## src/rtl/hamming_secded_link_pkg.sv

```systemverilog
// hamming_pkg: shared types and helpers for the SECDED link.
//   inj_mode_e : error-injection mode encoding
//   calc_p     : number of Hamming parity bits for a payload width
//   is_pow2    : true for parity positions of the Hamming code
//   data_pos   : codeword position of payload bit k (ascending non-power-of-two slots)
package hamming_pkg;

  typedef enum logic [1:0] {
    INJ_NONE   = 2'b00,
    INJ_SINGLE = 2'b01,
    INJ_DOUBLE = 2'b10,
    INJ_FREE   = 2'b11
  } inj_mode_e;

  // Smallest p with 2^p >= data_w + p + 1.
  function automatic int unsigned calc_p(input int unsigned data_w);
    int unsigned p;
    p = 1;
    for (int unsigned i = 1; i < 31; i++) begin
      if ((32'd1 << p) < data_w + p + 1) p = p + 1;
    end
    return p;
  endfunction

  function automatic bit is_pow2(input int unsigned x);
    return (x != 0) && ((x & (x - 1)) == 0);
  endfunction

  // Position k-th payload bit occupies; it can never lie beyond k + 40 for any 32-bit p.
  function automatic int unsigned data_pos(input int unsigned k);
    int unsigned n;
    int unsigned pos;
    n   = 0;
    pos = 0;
    for (int unsigned i = 1; i <= k + 40; i++) begin
      if (!is_pow2(i) && pos == 0) begin
        if (n == k) pos = i;
        n = n + 1;
      end
    end
    return pos;
  endfunction

endpackage

```

## src/rtl/hamming_secded_link_if.sv

```systemverilog
// Handshake bundle of the SECDED link.
//   source side : in_valid/in_ready, in_data, in_ch, inj_mode, inj_pos
//   result side : out_valid/out_ready, out_data, out_ch, out_sbe, out_dbe, out_syndrome
//   master = producer/consumer environment, slave = the link.
interface hamming_secded_link_if #(
  parameter int unsigned DATA_W = 8,
  parameter int unsigned N_CH   = 2
);
  import hamming_pkg::*;

  localparam int unsigned P     = calc_p(DATA_W);
  localparam int unsigned N_CW  = DATA_W + P + 1;
  localparam int unsigned CH_W  = (N_CH > 1) ? $clog2(N_CH) : 1;
  localparam int unsigned POS_W = $clog2(N_CW);

  logic              in_valid;
  logic              in_ready;
  logic [DATA_W-1:0] in_data;
  logic [CH_W-1:0]   in_ch;
  logic [1:0]        inj_mode;
  logic [POS_W-1:0]  inj_pos;

  logic              out_valid;
  logic              out_ready;
  logic [DATA_W-1:0] out_data;
  logic [CH_W-1:0]   out_ch;
  logic              out_sbe;
  logic              out_dbe;
  logic [P-1:0]      out_syndrome;

  modport master (
    output in_valid, in_data, in_ch, inj_mode, inj_pos, out_ready,
    input  in_ready, out_valid, out_data, out_ch, out_sbe, out_dbe, out_syndrome
  );

  modport slave (
    input  in_valid, in_data, in_ch, inj_mode, inj_pos, out_ready,
    output in_ready, out_valid, out_data, out_ch, out_sbe, out_dbe, out_syndrome
  );

endinterface

```

## src/rtl/hamming_secded_link_codec.sv

```systemverilog
// hamming_secded_codec: combinational extended-Hamming encoder/decoder.
//   enc_data -> enc_cw                           : encode
//   chk_cw   -> chk_syndrome, chk_parity         : syndrome and overall parity
//   fix_cw, fix_syndrome, fix_parity
//            -> fix_data, fix_sbe, fix_dbe       : correction and payload extraction
// Wiring chk_* into fix_* of one instance gives a single-cycle full decode;
// the link pipeline feeds them from different stages.
module hamming_secded_codec
  import hamming_pkg::*;
#(
  parameter int unsigned DATA_W = 8
) (
  input  logic [DATA_W-1:0]                 enc_data,
  output logic [DATA_W+calc_p(DATA_W):0]    enc_cw,
  input  logic [DATA_W+calc_p(DATA_W):0]    chk_cw,
  output logic [calc_p(DATA_W)-1:0]         chk_syndrome,
  output logic                              chk_parity,
  input  logic [DATA_W+calc_p(DATA_W):0]    fix_cw,
  input  logic [calc_p(DATA_W)-1:0]         fix_syndrome,
  input  logic                              fix_parity,
  output logic [DATA_W-1:0]                 fix_data,
  output logic                              fix_sbe,
  output logic                              fix_dbe
);

  localparam int unsigned P    = calc_p(DATA_W);
  localparam int unsigned N_CW = DATA_W + P + 1;

  logic [N_CW-1:0] cw;
  logic [N_CW-1:0] fixed;
  logic            hit;

  // Encode: scatter payload, fill Hamming parity, then overall parity at index 0.
  always_comb begin
    logic par;
    cw  = '0;
    par = 1'b0;
    for (int unsigned k = 0; k < DATA_W; k++) begin
      cw[data_pos(k)] = enc_data[k];
    end
    for (int unsigned j = 0; j < P; j++) begin
      par = 1'b0;
      for (int unsigned i = 1; i < N_CW; i++) begin
        if (((i >> j) & 1) == 1 && !is_pow2(i)) par = par ^ cw[i];
      end
      cw[32'd1 << j] = par;
    end
    cw[0] = ^cw[N_CW-1:1];
  end

  assign enc_cw = cw;

  // Syndrome is the XOR of the indices of all set Hamming positions.
  always_comb begin
    chk_syndrome = '0;
    for (int unsigned i = 1; i < N_CW; i++) begin
      if (chk_cw[i]) chk_syndrome = chk_syndrome ^ P'(i);
    end
    chk_parity = ^chk_cw;
  end

  // A nonzero syndrome is only correctable when overall parity also failed
  // and the syndrome names an existing position.
  always_comb begin
    fixed    = fix_cw;
    hit      = 1'b0;
    fix_data = '0;
    for (int unsigned i = 1; i < N_CW; i++) begin
      if (fix_parity && fix_syndrome == P'(i)) begin
        fixed[i] = ~fix_cw[i];
        hit      = 1'b1;
      end
    end
    fix_sbe = fix_parity && (hit || fix_syndrome == '0);
    fix_dbe = (fix_syndrome != '0) && !hit;
    for (int unsigned k = 0; k < DATA_W; k++) begin
      fix_data[k] = fixed[data_pos(k)];
    end
  end

endmodule

```

## src/rtl/hamming_secded_link.sv

```systemverilog
// hamming_secded_link: 3-stage SECDED encode / inject / decode pipeline with
// per-channel holding registers and saturating error counters.
//   clk, reset  : clock, asynchronous active-high reset
//   bus         : slave side of hamming_secded_link_if (input and result handshakes)
//   ch_data     : channel holding registers, channel k at [k*DATA_W +: DATA_W]
//   corr_cnt    : corrected single-error count (saturating)
//   uncorr_cnt  : uncorrectable double-error count (saturating)
module hamming_secded_link
  import hamming_pkg::*;
#(
  parameter int unsigned DATA_W = 8,
  parameter int unsigned N_CH   = 2,
  parameter int unsigned CNT_W  = 8
) (
  input  logic                     clk,
  input  logic                     reset,
  hamming_secded_link_if.slave     bus,
  output logic [N_CH*DATA_W-1:0]   ch_data,
  output logic [CNT_W-1:0]         corr_cnt,
  output logic [CNT_W-1:0]         uncorr_cnt
);

  localparam int unsigned P     = calc_p(DATA_W);
  localparam int unsigned N_CW  = DATA_W + P + 1;
  localparam int unsigned CH_W  = (N_CH > 1) ? $clog2(N_CH) : 1;
  localparam int unsigned POS_W = $clog2(N_CW);

  logic [POS_W-1:0] free_pos;
  logic [POS_W-1:0] inj_sel;
  logic [POS_W-1:0] inj_next;
  logic             inj_on;
  logic             inj_two;
  logic [N_CW-1:0]  inj_mask;

  logic [N_CW-1:0]  enc_cw;
  logic [P-1:0]     chk_syn;
  logic             chk_par;
  logic [DATA_W-1:0] fix_data;
  logic             fix_sbe;
  logic             fix_dbe;

  logic             s0_valid;
  logic [N_CW-1:0]  s0_cw;
  logic [CH_W-1:0]  s0_ch;
  logic             s1_valid;
  logic [N_CW-1:0]  s1_cw;
  logic [P-1:0]     s1_syn;
  logic             s1_par;
  logic [CH_W-1:0]  s1_ch;
  logic             s2_valid;

  logic in_hs;
  logic out_hs;
  logic s2_space;
  logic s1_adv;
  logic s1_space;
  logic s0_adv;

  // Pipeline flow control: a stage moves when its successor is empty or moving.
  assign out_hs        = s2_valid & bus.out_ready;
  assign s2_space      = !s2_valid | bus.out_ready;
  assign s1_adv        = s1_valid & s2_space;
  assign s1_space      = !s1_valid | s1_adv;
  assign s0_adv        = s0_valid & s1_space;
  assign bus.in_ready  = !s0_valid | s0_adv;
  assign in_hs         = bus.in_valid & bus.in_ready;
  assign bus.out_valid = s2_valid;

  // Free-running injection position.
  always_ff @(posedge clk or posedge reset) begin
    if (reset) begin
      free_pos <= '0;
    end else if (free_pos == POS_W'(N_CW - 1)) begin
      free_pos <= '0;
    end else begin
      free_pos <= free_pos + POS_W'(1);
    end
  end

  // Error mask for the word being accepted; out-of-range positions inject nothing.
  always_comb begin
    inj_sel  = bus.inj_pos;
    inj_on   = 1'b0;
    inj_two  = 1'b0;
    inj_mask = '0;
    case (inj_mode_e'(bus.inj_mode))
      INJ_SINGLE: inj_on = 1'b1;
      INJ_DOUBLE: begin
        inj_on  = 1'b1;
        inj_two = 1'b1;
      end
      INJ_FREE: begin
        inj_on  = 1'b1;
        inj_sel = free_pos;
      end
      default: inj_on = 1'b0;
    endcase
    inj_next = (inj_sel == POS_W'(N_CW - 1)) ? '0 : inj_sel + POS_W'(1);
    if (inj_on && 32'(inj_sel) < N_CW) begin
      for (int unsigned i = 0; i < N_CW; i++) begin
        if (inj_sel == POS_W'(i) || (inj_two && inj_next == POS_W'(i))) inj_mask[i] = 1'b1;
      end
    end
  end

  hamming_secded_codec #(
    .DATA_W (DATA_W)
  ) u_codec (
    .enc_data     (bus.in_data),
    .enc_cw       (enc_cw),
    .chk_cw       (s0_cw),
    .chk_syndrome (chk_syn),
    .chk_parity   (chk_par),
    .fix_cw       (s1_cw),
    .fix_syndrome (s1_syn),
    .fix_parity   (s1_par),
    .fix_data     (fix_data),
    .fix_sbe      (fix_sbe),
    .fix_dbe      (fix_dbe)
  );

  // S0: encoded and possibly corrupted codeword.
  always_ff @(posedge clk or posedge reset) begin
    if (reset) begin
      s0_valid <= 1'b0;
      s0_cw    <= '0;
      s0_ch    <= '0;
    end else if (in_hs) begin
      s0_valid <= 1'b1;
      s0_cw    <= enc_cw ^ inj_mask;
      s0_ch    <= bus.in_ch;
    end else if (s0_adv) begin
      s0_valid <= 1'b0;
    end
  end

  // S1: syndrome and overall parity.
  always_ff @(posedge clk or posedge reset) begin
    if (reset) begin
      s1_valid <= 1'b0;
      s1_cw    <= '0;
      s1_syn   <= '0;
      s1_par   <= 1'b0;
      s1_ch    <= '0;
    end else if (s0_adv) begin
      s1_valid <= 1'b1;
      s1_cw    <= s0_cw;
      s1_syn   <= chk_syn;
      s1_par   <= chk_par;
      s1_ch    <= s0_ch;
    end else if (s1_adv) begin
      s1_valid <= 1'b0;
    end
  end

  // S2: corrected result, held until the consumer takes it.
  always_ff @(posedge clk or posedge reset) begin
    if (reset) begin
      s2_valid         <= 1'b0;
      bus.out_data     <= '0;
      bus.out_ch       <= '0;
      bus.out_sbe      <= 1'b0;
      bus.out_dbe      <= 1'b0;
      bus.out_syndrome <= '0;
    end else if (s1_adv) begin
      s2_valid         <= 1'b1;
      bus.out_data     <= fix_data;
      bus.out_ch       <= s1_ch;
      bus.out_sbe      <= fix_sbe;
      bus.out_dbe      <= fix_dbe;
      bus.out_syndrome <= s1_syn;
    end else if (out_hs) begin
      s2_valid <= 1'b0;
    end
  end

  // Channel holding registers; uncorrectable words leave the channel untouched.
  always_ff @(posedge clk or posedge reset) begin
    if (reset) begin
      ch_data <= '0;
    end else if (out_hs && !bus.out_dbe) begin
      for (int unsigned k = 0; k < N_CH; k++) begin
        if (32'(bus.out_ch) == k) ch_data[k*DATA_W +: DATA_W] <= bus.out_data;
      end
    end
  end

  // Saturating error counters.
  always_ff @(posedge clk or posedge reset) begin
    if (reset) begin
      corr_cnt   <= '0;
      uncorr_cnt <= '0;
    end else if (out_hs) begin
      if (bus.out_sbe && corr_cnt != '1) corr_cnt <= corr_cnt + CNT_W'(1);
      if (bus.out_dbe && uncorr_cnt != '1) uncorr_cnt <= uncorr_cnt + CNT_W'(1);
    end
  end

endmodule

```

## src/flat_wrapper.sv

```systemverilog
// flat-port wrapper written by rule: the top's interface ports become plain ports
module hamming_secded_link_flat import hamming_pkg::*;
#(
  parameter int unsigned DATA_W = 8,
  parameter int unsigned N_CH   = 2,
  parameter int unsigned CNT_W  = 8
)
  (clk, reset, ch_data, corr_cnt, uncorr_cnt, bus_in_valid, bus_in_data, bus_in_ch, bus_inj_mode, bus_inj_pos, bus_out_ready, bus_in_ready, bus_out_valid, bus_out_data, bus_out_ch, bus_out_sbe, bus_out_dbe, bus_out_syndrome);
  hamming_secded_link_if #(.DATA_W(DATA_W), .N_CH(N_CH)) bus_i ();
  input  logic clk;
  input  logic reset;
  output logic [N_CH*DATA_W-1:0] ch_data;
  output logic [CNT_W-1:0] corr_cnt;
  output logic [CNT_W-1:0] uncorr_cnt;
  input wire logic [$bits(bus_i.in_valid)-1:0] bus_in_valid;
  input wire logic [$bits(bus_i.in_data)-1:0] bus_in_data;
  input wire logic [$bits(bus_i.in_ch)-1:0] bus_in_ch;
  input wire logic [$bits(bus_i.inj_mode)-1:0] bus_inj_mode;
  input wire logic [$bits(bus_i.inj_pos)-1:0] bus_inj_pos;
  input wire logic [$bits(bus_i.out_ready)-1:0] bus_out_ready;
  output wire logic [$bits(bus_i.in_ready)-1:0] bus_in_ready;
  output wire logic [$bits(bus_i.out_valid)-1:0] bus_out_valid;
  output wire logic [$bits(bus_i.out_data)-1:0] bus_out_data;
  output wire logic [$bits(bus_i.out_ch)-1:0] bus_out_ch;
  output wire logic [$bits(bus_i.out_sbe)-1:0] bus_out_sbe;
  output wire logic [$bits(bus_i.out_dbe)-1:0] bus_out_dbe;
  output wire logic [$bits(bus_i.out_syndrome)-1:0] bus_out_syndrome;
  assign bus_i.in_valid = bus_in_valid;
  assign bus_i.in_data = bus_in_data;
  assign bus_i.in_ch = bus_in_ch;
  assign bus_i.inj_mode = bus_inj_mode;
  assign bus_i.inj_pos = bus_inj_pos;
  assign bus_i.out_ready = bus_out_ready;
  assign bus_in_ready = bus_i.in_ready;
  assign bus_out_valid = bus_i.out_valid;
  assign bus_out_data = bus_i.out_data;
  assign bus_out_ch = bus_i.out_ch;
  assign bus_out_sbe = bus_i.out_sbe;
  assign bus_out_dbe = bus_i.out_dbe;
  assign bus_out_syndrome = bus_i.out_syndrome;
  hamming_secded_link #(.DATA_W(DATA_W), .N_CH(N_CH), .CNT_W(CNT_W)) u_core (.clk(clk), .reset(reset), .bus(bus_i), .ch_data(ch_data), .corr_cnt(corr_cnt), .uncorr_cnt(uncorr_cnt));
endmodule
```

## config.mk

```make
export PLATFORM = sky130hd
export DESIGN_NAME = hamming_secded_link_flat
export DESIGN_NICKNAME = d
export VERILOG_FILES = /design/src/rtl/hamming_secded_link_pkg.sv /design/src/rtl/hamming_secded_link_if.sv /design/src/rtl/hamming_secded_link_codec.sv /design/src/rtl/hamming_secded_link.sv /design/src/flat_wrapper.sv
export SDC_FILE = /design/constraint.sdc
export NUM_CORES = 1
export LEC_CHECK = 0
export CAP_MARGIN = 25
export CORE_ASPECT_RATIO = 1.1
export CORE_UTILIZATION = 56
export CTS_CLUSTER_SIZE = 20
export DETAILED_ROUTE_END_ITERATION = 8
export PLACE_DENSITY = 0.77
export SYNTH_ARGS = -nofsm -noshare
export SYNTH_HDL_FRONTEND = slang
export SYNTH_HIERARCHICAL = 1
export SYNTH_SLANG_ARGS = --single-unit
```

## constraint.sdc

```tcl
create_clock -name clk -period 3.2 [get_ports clk]
set_input_delay 0.32 -clock clk [delete_from_list [all_inputs] [get_ports clk]]
set_output_delay 0.32 -clock clk [all_outputs]
set_load 0.1 [all_outputs]
```

==> results summary, run 1 <==
The number of antenna diodes in the final layout is 0. The number of buffer cells added on primary ports came out at 67. Setup repair after global routing left no endpoint under its margin. The sum of net half-perimeters after detailed placement is 7740 microns. The iteration-0 DRC count of the detailed router came out at 151. The net count of the mapped netlist came out at 465. The count of hold-fix buffers inserted at cts is 0. The number of antenna violations at the first check in global routing came out at 0.

The synthesized area divided by synthesized cell count came out at between 10 and 15 sq um. The remaining antenna violation count came out at 0. The clock passes through at most 2 buffers. In the final layout, the multi-input gates occupy approximately 0.0025 sq mm. The number of warnings printed during yosys synthesis came out at 6. In the final layout, flip-flops and latches occupy 0.00205 sq mm. The final worst clock skew is 13.0 ps. The power per standard cell area came out at 1070 mW/mm^2. At the end of the flow the core is filled with cells to 0.686. The critical path in this run is classified as primary input to flip-flop. The global router's overall resource usage came out at 0.241. The number of global-route vias before repair came to roughly 3400. The number of hold-slack violations in the final timing report was 0. TritonCTS built the clock tree. The count of standard-cell rows came out at 35. The net count of the finished layout is between 500 and 600. Dividing the detail-routed wire length by the instance count gives roughly 16 microns. The die footprint came out at slightly below 0.009 sq mm.

The worst-case vdd ir drop came out at 0.568 mV. The count of H-tree levels built during CTS is 3. The maximum fanout count along the critical path is 10. The growth of design area from synthesis to finish is 19.6%. The floorplan step set the die width to between 90 and 100 microns.

The number of max-slew violations in the final report is 0. The height of the chip came out at just under 100 microns. The total clock sinks is 82.

The transition at the pin with the smallest max-transition slack came out at slightly below 1000 ps. The worst hold path belongs to the class primary input to async pin. The number of setup violations in the final report came out at 0.

For this design the top-level I/O count stands at 68. The time the worst path needs with I/O delays and setup is 2700 ps. The summed instance area of the synthesized netlist is 0.00480 sq mm. For this design the static power due to leakage is 2.38 nW.

The flow ran to the end, and the final reports show no timing, DRC or antenna violations. The insertion delay to the later sink of the worst-skew pair came out at 340 ps. The headroom to the max-slew limit is 0.342. For the worst setup path, the data arrival time is 2960 ps. The first global-routing pass estimated 17200 microns of wire. The cell sitting at the root of the clock tree is a sky130_fd_sc_hd__clkbuf_8. Clock-pin slew was measured on the worst setup and hold paths at approximately 80 ps. The pin count of the biggest net entering global routing is 44. The total overflow reported by the global router came out at 0. The total clock buffers created by CTS came out at 9.

The number of optimization iterations in the first detailed-route pass is 4. The worst setup path is launched from a primary input. For this run, the top clock speed supported by timing is 371 MHz. The total detailed-routing wirelength is approximately 10000 microns. In this run, post-CTS repair resized a total of 0 instances. The initial utilization of the core area, before any placement, comes to 0.574. The total core area came out at between 0.008 and 0.009 sq mm. The count of vias placed by the detailed router came out at roughly 3500.

The number of setup buffers added after CTS is 0. The share of layout cells above drive strength 1 came out at 0.194. The share of the clock period used by the worst path after layout came out at 0.843.

The fill cell total of the finished layout is 644. In the routed layout, each cell is associated on average with a via count of 5.67. After routing, the total negative slack on setup checks comes to 0 ps. The required time at the endpoint of the critical path is around 3500 ps.

The worst hold slack after final layout is between 400 and 500 ps. The weighted congestion at the end of routability-driven global placement is 0.951. The max-cap check violation count came out at 0. The worst setup path is captured at a flip-flop.

The count of unresolved DRC violations after routing is 0. Synthesis handed over a netlist of 437 instances.
==> final timing paths <==
kind,to,slack (ps),from,cells past startpoint
worst max-delay path,u_core/s0_cw[10],500,bus_inj_mode[1],11
worst min-delay path,u_core/corr_cnt[3],400,reset,2
worst max register to register,u_core/s0_cw[10],700,u_core/free_pos[1],10
worst min register to register,u_core/s1_valid,490,u_core/s0_valid,1
max in group asynchronous,u_core/bus.out_valid,2150,reset,3
min in group clk,u_core/s1_valid,490,u_core/s0_valid,1
==> placed cells by master (no fill, tap or decap), types with 6 or more instances in the layout <==
master,instances
sky130_fd_sc_hd__xor2_1,14
sky130_fd_sc_hd__nand2b_1,6
sky130_fd_sc_hd__a21oi_1,9
sky130_fd_sc_hd__clkbuf_8,10
sky130_fd_sc_hd__inv_1,9
sky130_fd_sc_hd__xnor2_1,36
sky130_fd_sc_hd__buf_4,8
sky130_fd_sc_hd__and3_1,8
sky130_fd_sc_hd__nand2_1,40
sky130_fd_sc_hd__o21ai_0,13
sky130_fd_sc_hd__clkdlybuf4s50_1,66
sky130_fd_sc_hd__nor2_1,21
sky130_fd_sc_hd__a31oi_1,11
sky130_fd_sc_hd__mux2_2,47
sky130_fd_sc_hd__dfrtp_1,81
sky130_fd_sc_hd__nand3_1,7
sky130_fd_sc_hd__ha_1,9
==> layout make-up <==
cell class | count | share of cell area
clock inverter | 6 | 0.0166
tap | 111 | 0.0242
timing repair buffer | 75 | 0.129
multi-input combinational | 323 | 0.442
inverter | 10 | 0.00676
sequential | 82 | 0.358
clock buffer | 10 | 0.0240
==> through the flow <==
stage          power [W]  setup WS, ps  std cells  cell area [sq um]
2_1_floorplan    0.00452           165        437               4800
3_3_place_gp     0.00525           261        601               5510
3_5_place_dp     0.00532           176        601               5510
4_1_cts          0.00620           540        617               5740
5_1_grt          0.00642           311        617               5740
6_report         0.00616           501        617               5740
==> power breakdown <==
group | internal [W] | switching [W]
logic | 0.00106 | 0.00253
clock network | 0.000471 | 0.000380
registers | 0.00140 | 0.000330
total | 0.00293 | 0.00324
==> sequential cells by signal (all words and copies together), names as in the netlist, 4 cells and up <==
signal                   cells
u_core/ch_data              16
u_core/s0_cw                13
u_core/bus.out_data          8
u_core/corr_cnt              8
u_core/s1_cw                 8
u_core/uncorr_cnt            8
u_core/bus.out_syndrome      4
u_core/free_pos              4
u_core/s1_syn                4
==> layer usage <==
layer	wire length [microns]	part of all wire	vias to the layer above	global-route usage
met4	110	0.011	0	0.0782
met5	0	0	-	0
met1	4410	0.44	1684	0.317
met3	348	0.035	8	0.0405
met2	5140	0.51	98	0.411
li1	-	-	1707	-
==> critical path, cell delays in order <==
cell and delay, ps:
sky130_fd_sc_hd__clkdlybuf4s50_1 520, sky130_fd_sc_hd__nand2_4 130, sky130_fd_sc_hd__o21ai_0 320, sky130_fd_sc_hd__inv_1 140
sky130_fd_sc_hd__ha_1 240, sky130_fd_sc_hd__and4b_1 270, sky130_fd_sc_hd__a32o_2 150, sky130_fd_sc_hd__a21oi_2 60
sky130_fd_sc_hd__o32a_1 310, sky130_fd_sc_hd__or3_1 320, sky130_fd_sc_hd__a31oi_1 170
No activity file was read; power rests on OpenSTA's default activity.
==> run 2, diff against run 1 <==
Clock period 3.2 ns to 2.7 ns, I/O delays scaled along.
==> results summary, run 2 (synthesized netlist as in run 1, its figures left out) <==
The run finished with clean final reports. The endpoint arrival time on the critical path is 2740 ps. The total clock buffers created by CTS is 9. The number of buffer cells added on primary ports is 67.

Leaving out fill and tap cells, the most frequent cells in the layout are 81 x sky130_fd_sc_hd__dfrtp_1, 80 x sky130_fd_sc_hd__buf_4, 47 x sky130_fd_sc_hd__mux2_2. The critical path endpoint category is a flip-flop. The critical path is of the primary input to flip-flop type.

The cell leakage power came out at 2.55 nW. The global-route wire length before repair came out at 17300 microns. After filler insertion, the fill cell instance count of the layout stands at 648.

The destination of the worst register-to-register timing path is u_core/s0_cw[10]. The global router's overall resource usage is 0.245. The worst register-to-register path begins at u_core/free_pos[1]. The number of antenna violations at the first check in global routing is 0.

Timing would allow up to 405 MHz. The final worst clock skew came out at 15.3 ps. The die covers roughly 0.0089 sq mm. The number of optimization iterations in the first detailed-route pass is 4. Row generation in the floorplan step produced 35 rows. The pin count of the biggest net entering global routing is 46. In the global route stage, met3 resource usage came out at 0.0405. The number of flip-flops in the largest register came out at 16. The number of global-route vias before repair is 3535.

The headroom to the max-slew limit came out at 0.537. The register with the most flip-flops in the final layout is u_core/ch_data. The met1 usage in global routing is 0.308.

The number of setup violations in the final report came out at 0. The number of nets in the layout came out at 553. The register clock-pin slew on the reported worst setup and hold paths came out at ~90 ps. The number of instances resized during post-cts repair came out at 0. The required time at the endpoint of the critical path is between 2000 and 3000 ps. The insertion delay to the later sink of the worst-skew pair is 350 ps.

The placed standard-cell area came out at 0.00557 sq mm. The number of max-slew violations in the final report came out at 0. The height of the chip came out at between 90 and 100 microns.

The met2 track demand over resource came out at 0.438. Subtracting the final worst setup slack from the clock period gives 2470 ps. After the first detailed-routing iteration, the DRC count stood at approximately 150. The count of unresolved DRC violations after routing is 0. Dividing the detail-routed wire length by the instance count gives 16.5 microns. The worst-case vdd ir drop came out at 0.460 mV. Setup repair after global routing left no endpoint under its margin.

The boundary pin count is 68. The total overflow reported by the global router came out at 0. STA classifies the critical path startpoint as a primary input. In this run the worst hold path is classified as primary input to async pin.

Max-cap violations in this run came to 0. With fillers left out, the area of the finished cells amounts to 0.00580 sq mm. The growth of design area from synthesis to finish is 20.9%.

The core region is 0.00836 sq mm. The final cell utilization of the core came out at 0.693. The number of hold-slack violations in the final timing report is 0. The antenna diode count came out at 0.

The starting utilization of the core area is 0.574. The transition at the pin with the smallest max-transition slack is 694 ps. After detailed routing, the total wire length is 10500 microns. The horizontal extent of the die came out at 90.3 microns.

The reg2reg setup slack is ~330 ps. The weighted congestion at the end of routability-driven global placement came out at 0.979. Detailed placement ended at an HPWL of 8050 microns. The count of vias placed by the detailed router came out at 3684. The total clock sinks is 82. The largest registers in the layout are u_core/ch_data x16, u_core/s0_cw x13.

Along the worst path, the maximum fanout reaches 8. The tree is rooted in a sky130_fd_sc_hd__clkbuf_8. The remaining antenna violation count came out at 0. In this run the deepest clock path goes through 2 buffers. TritonCTS built the clock tree. The via density per instance is 5.75. The global-route layer with the greatest usage is met2.

In this run, post-CTS hold repair placed 0 buffers. The power per standard cell area came out at 1250 mW/mm^2. The share of layout cells above drive strength 1 came out at 0.323.

The post-CTS setup buffer count is 0. The count of H-tree levels built during CTS came out at 3. Of the available clock period, the critical path in the final layout requires 0.914. Leaving out fill and tap cells, the most frequent cell in the layout is sky130_fd_sc_hd__dfrtp_1. The worst reg-to-reg path cell count is 11.
run 2: through the flow:
| step | hold WS [ps] | TNS [ps] | worst slack (ps) | total power (W) | std cells |
|---|---|---|---|---|---|
| floorplan | 375 | -2130 | -257 | 0.00536 | 437 |
| global placement | 461 | -274 | -50.6 | 0.00615 | 625 |
| detailed placement | 483 | -507 | -91.6 | 0.00625 | 625 |
| CTS | 310 | 0 | 266 | 0.00728 | 641 |
| global route | 345 | 0 | 168 | 0.00754 | 641 |
| finish | 299 | 0 | 233 | 0.00723 | 641 |
run 2: power by group:
| group | leakage, nW | total (W) | switching [W] | internal, W |
|---|---|---|---|---|
| combinational | 1.46 | 0.00415 | 0.00298 | 0.00117 |
| clock | 0.118 | 0.00102 | 0.000464 | 0.000558 |
| sequential | 0.976 | 0.00206 | 0.000396 | 0.00166 |
run 2: cell type report:
cell class,instances,area [sq um],share of cell area
clock inverter,6,95.1,0.0164
inverter,10,38.8,0.00669
tap,111,139,0.0239
clock buffer,10,138,0.0237
multi-input combinational,323,2540,0.437
timing repair buffer,99,801,0.138
sequential,82,2050,0.354
run 2: per-layer routing:
metal	routed length [microns]	share of wire
met1	4520	0.43
met5	0	0
met4	125	0.012
met3	408	0.039
met2	5490	0.52
run 2: critical path, cell delays in order:
cell and delay, ps:
sky130_fd_sc_hd__clkdlybuf4s50_1 520, sky130_fd_sc_hd__nand2_4 80, sky130_fd_sc_hd__mux2i_4 190, sky130_fd_sc_hd__buf_4 170
sky130_fd_sc_hd__ha_1 230, sky130_fd_sc_hd__and4b_1 280, sky130_fd_sc_hd__a32o_2 160, sky130_fd_sc_hd__a21oi_2 50
sky130_fd_sc_hd__o32a_1 310, sky130_fd_sc_hd__or3_1 310, sky130_fd_sc_hd__a31oi_1 160
run 2: worst max path at each step:
stage / start / endpoint / slack [ps] / cells past startpoint
after floorplan: u_core/bus.out_valid / u_core/s0_cw[8] / -260 / 7
after global placement: bus_inj_mode[0] / u_core/s0_cw[10] / -50 / 11
after detailed placement: bus_inj_mode[0] / u_core/s0_cw[10] / -90 / 11
after CTS: bus_inj_mode[0] / u_core/s0_cw[10] / 270 / 11
after global routing: bus_inj_mode[0] / u_core/s0_cw[10] / 170 / 12
final: bus_inj_mode[1] / u_core/s0_cw[10] / 230 / 11
==> run 3, diff against run 2 <==
Settings changed: TNS_END_PERCENT set to 50.
==> results summary, run 3 (synthesized netlist as in run 1, its figures left out) <==
The run finished with clean final reports. Setup repair after global routing left no endpoint under its margin. The count of hold-fix buffers inserted at cts came out at 0. The highest clock rate came out at 402 MHz. The headroom to the max-slew limit is 0.553.

The starting utilization of the core area came out at 0.574. The sum of net half-perimeters after detailed placement came out at 7720 microns. The startpoint identified for the worst register-to-register timing path is u_core/free_pos[1]. The register clock-pin slew on the reported worst setup and hold paths came out at 80 ps. The count of vias placed by the detailed router is 3644.

After detailed placement, the design holds a cell count of between 600 and 700. The total power of the final layout is 0.00704 W. The time the worst path needs with I/O delays and setup is 2490 ps.

Leaving out fill and tap cells, the most frequent cells in the layout are 81 x sky130_fd_sc_hd__dfrtp_1, 73 x sky130_fd_sc_hd__buf_4, 47 x sky130_fd_sc_hd__mux2_2. The min-delay analysis places its worst path in the category primary input to async pin. The global router's overall resource usage is 0.245. The number of global-route vias before repair is between 3000 and 4000.

The worst register-to-register path ends at u_core/s0_cw[10]. The insertion delay to the later sink of the worst-skew pair came out at about 360 ps. The root buffer cell chosen for the clock tree is sky130_fd_sc_hd__clkbuf_8. The power per standard cell area came out at roughly 1200 mW/mm^2.

The fraction of met3 tracks used by global routing came out at 0.0413. The most critical setup path has its startpoint at bus_inj_mode[1]. The number of buffer cells added on primary ports is 67. The worst setup path is launched from a primary input. The deepest clock path buffer count is 2. After detailed routing, the total wire length is 10200 microns. The number of hold-slack violations in the final timing report came to 0. The share of the clock period used by the worst path after layout came out at 0.922. The number of max-slew violations in the final report is 0.

Counting flops per register, the top entry is u_core/ch_data. The global-route wire length before repair is 17300 microns. The floorplan has 35 rows. The pin count of the biggest net entering global routing came out at 83. The critical path endpoint category is a flip-flop. The iteration-0 DRC count of the detailed router came out at roughly 160.

The remaining antenna violation count came out at 0. The final worst clock skew came out at 17.2 ps. The via density per instance came out at 5.75. The height of the chip is 99.1 microns.

The antenna diode count came out at 0. The total overflow reported by the global router is 0. The routed wire length per instance came out at 16.1 microns. The boundary pin count came out at 68. TritonCTS built the clock tree. The met1 usage in global routing is 0.318.

The die covers 0.00895 sq mm. The total clock buffers created by CTS came out at 9. The endpoint arrival time on the critical path is around 2800 ps. The library cell used most frequently in the layout, excluding fill and tap cells, is sky130_fd_sc_hd__dfrtp_1. The largest registers in the layout are u_core/ch_data x16, u_core/s0_cw x13. The number of setup violations in the final report came out at 0.

The worst reg-to-reg path cell count is 10. The final design area excluding fillers is 0.00570 sq mm. The maximum fanout count along the critical path came out at 4. The count of unresolved DRC violations after routing is 0.

The global routing stage identified its most utilized layer as met2. The count of H-tree levels built during CTS is 3. The post-CTS setup buffer count came out at 0.

The number of antenna violations at the first check in global routing came to 0. The horizontal extent of the die is 90.3 microns. Routability-driven placement finished with a final weighted congestion of 0.970. The critical path in this run is classified as primary input to flip-flop.

The transition at the pin with the smallest max-transition slack is 671 ps. The total clock sinks came out at 82. In this run the cell area measured after placement is ~0.0055 sq mm. The reg2reg setup slack came out at 260 ps.

The max-cap check violation count came out at 0. The total core area came out at between 0.008 and 0.009 sq mm. VDD sags by at most 0.526 mV. The number of instances resized during post-cts repair is 0. For this run, global-route usage on met2 was measured as 0.409. For the worst setup path, the data required time is 2980 ps. In this run the static leakage power is 2.49 nW. The growth of design area from synthesis to finish came out at 18.8%. In the final layout, the share of cells above drive strength 1 is 0.310. The number of flip-flops in the largest register came out at 16. The number of optimization iterations in the first detailed-route pass is 5. Excluding fillers, the count of instances in the completed layout stands at roughly 630.

For this run, the post-layout net count is 546.
-- run 3: report_power, final --
group	total, W	internal (W)	switching [W]
combinational	0.00412	0.00116	0.00297
sequential	0.00206	0.00166	0.000393
clock	0.000857	0.000426	0.000430
total	0.00704	0.00324	0.00379
-- run 3: how the worst max path moves through the flow --
stage,to,slack [ps],cells after the start
finish,u_core/s0_cw[10],210,11
global route,u_core/s0_cw[8],50,10
CTS,u_core/s0_cw[10],230,11
detailed placement,u_core/s0_cw[10],-130,11
global placement,u_core/s0_cw[4],-90,9
floorplan,u_core/s0_cw[8],-260,7
-- run 3: per-layer routing --
layer  up-vias  routed length [microns]
li1       1732                        -
met1      1764                     4460
met2       123                     5030
met3        25                      460
met4         0                      229
met5         -                        0
-- run 3: worst max-delay path: stages --
cell                              delay, ps
sky130_fd_sc_hd__clkdlybuf4s50_1        520
sky130_fd_sc_hd__nand2_4                 90
sky130_fd_sc_hd__o21ai_0                310
sky130_fd_sc_hd__inv_1                  120
sky130_fd_sc_hd__ha_1                   230
sky130_fd_sc_hd__and4b_1                280
sky130_fd_sc_hd__a32o_2                 150
sky130_fd_sc_hd__a21oi_2                 40
sky130_fd_sc_hd__o32a_1                 290
sky130_fd_sc_hd__or3_1                  300
sky130_fd_sc_hd__a31oi_1                160
-- run 3: metrics by stage --
stage	util	setup slack (ps)	setup TNS, ps	hold slack (ps)
floorplan	-	-257	-2190	375
global placement	0.659	-89.1	-471	460
detailed placement	0.659	-129	-964	467
CTS	0.682	232	0	338
global route	0.682	47.9	0	376
finish	0.682	212	0	313
-- run 3: final cells by class --
| class | instances | area, sq um |
|---|---|---|
| clock inverters | 5 | 56.3 |
| fillers | 638 | 2660 |
| multi-input cells | 323 | 2540 |
| flip-flops and latches | 82 | 2050 |
| inverters | 10 | 38.8 |
| repair buffers | 92 | 748 |
| clock buffers | 11 | 131 |
| well taps | 111 | 139 |
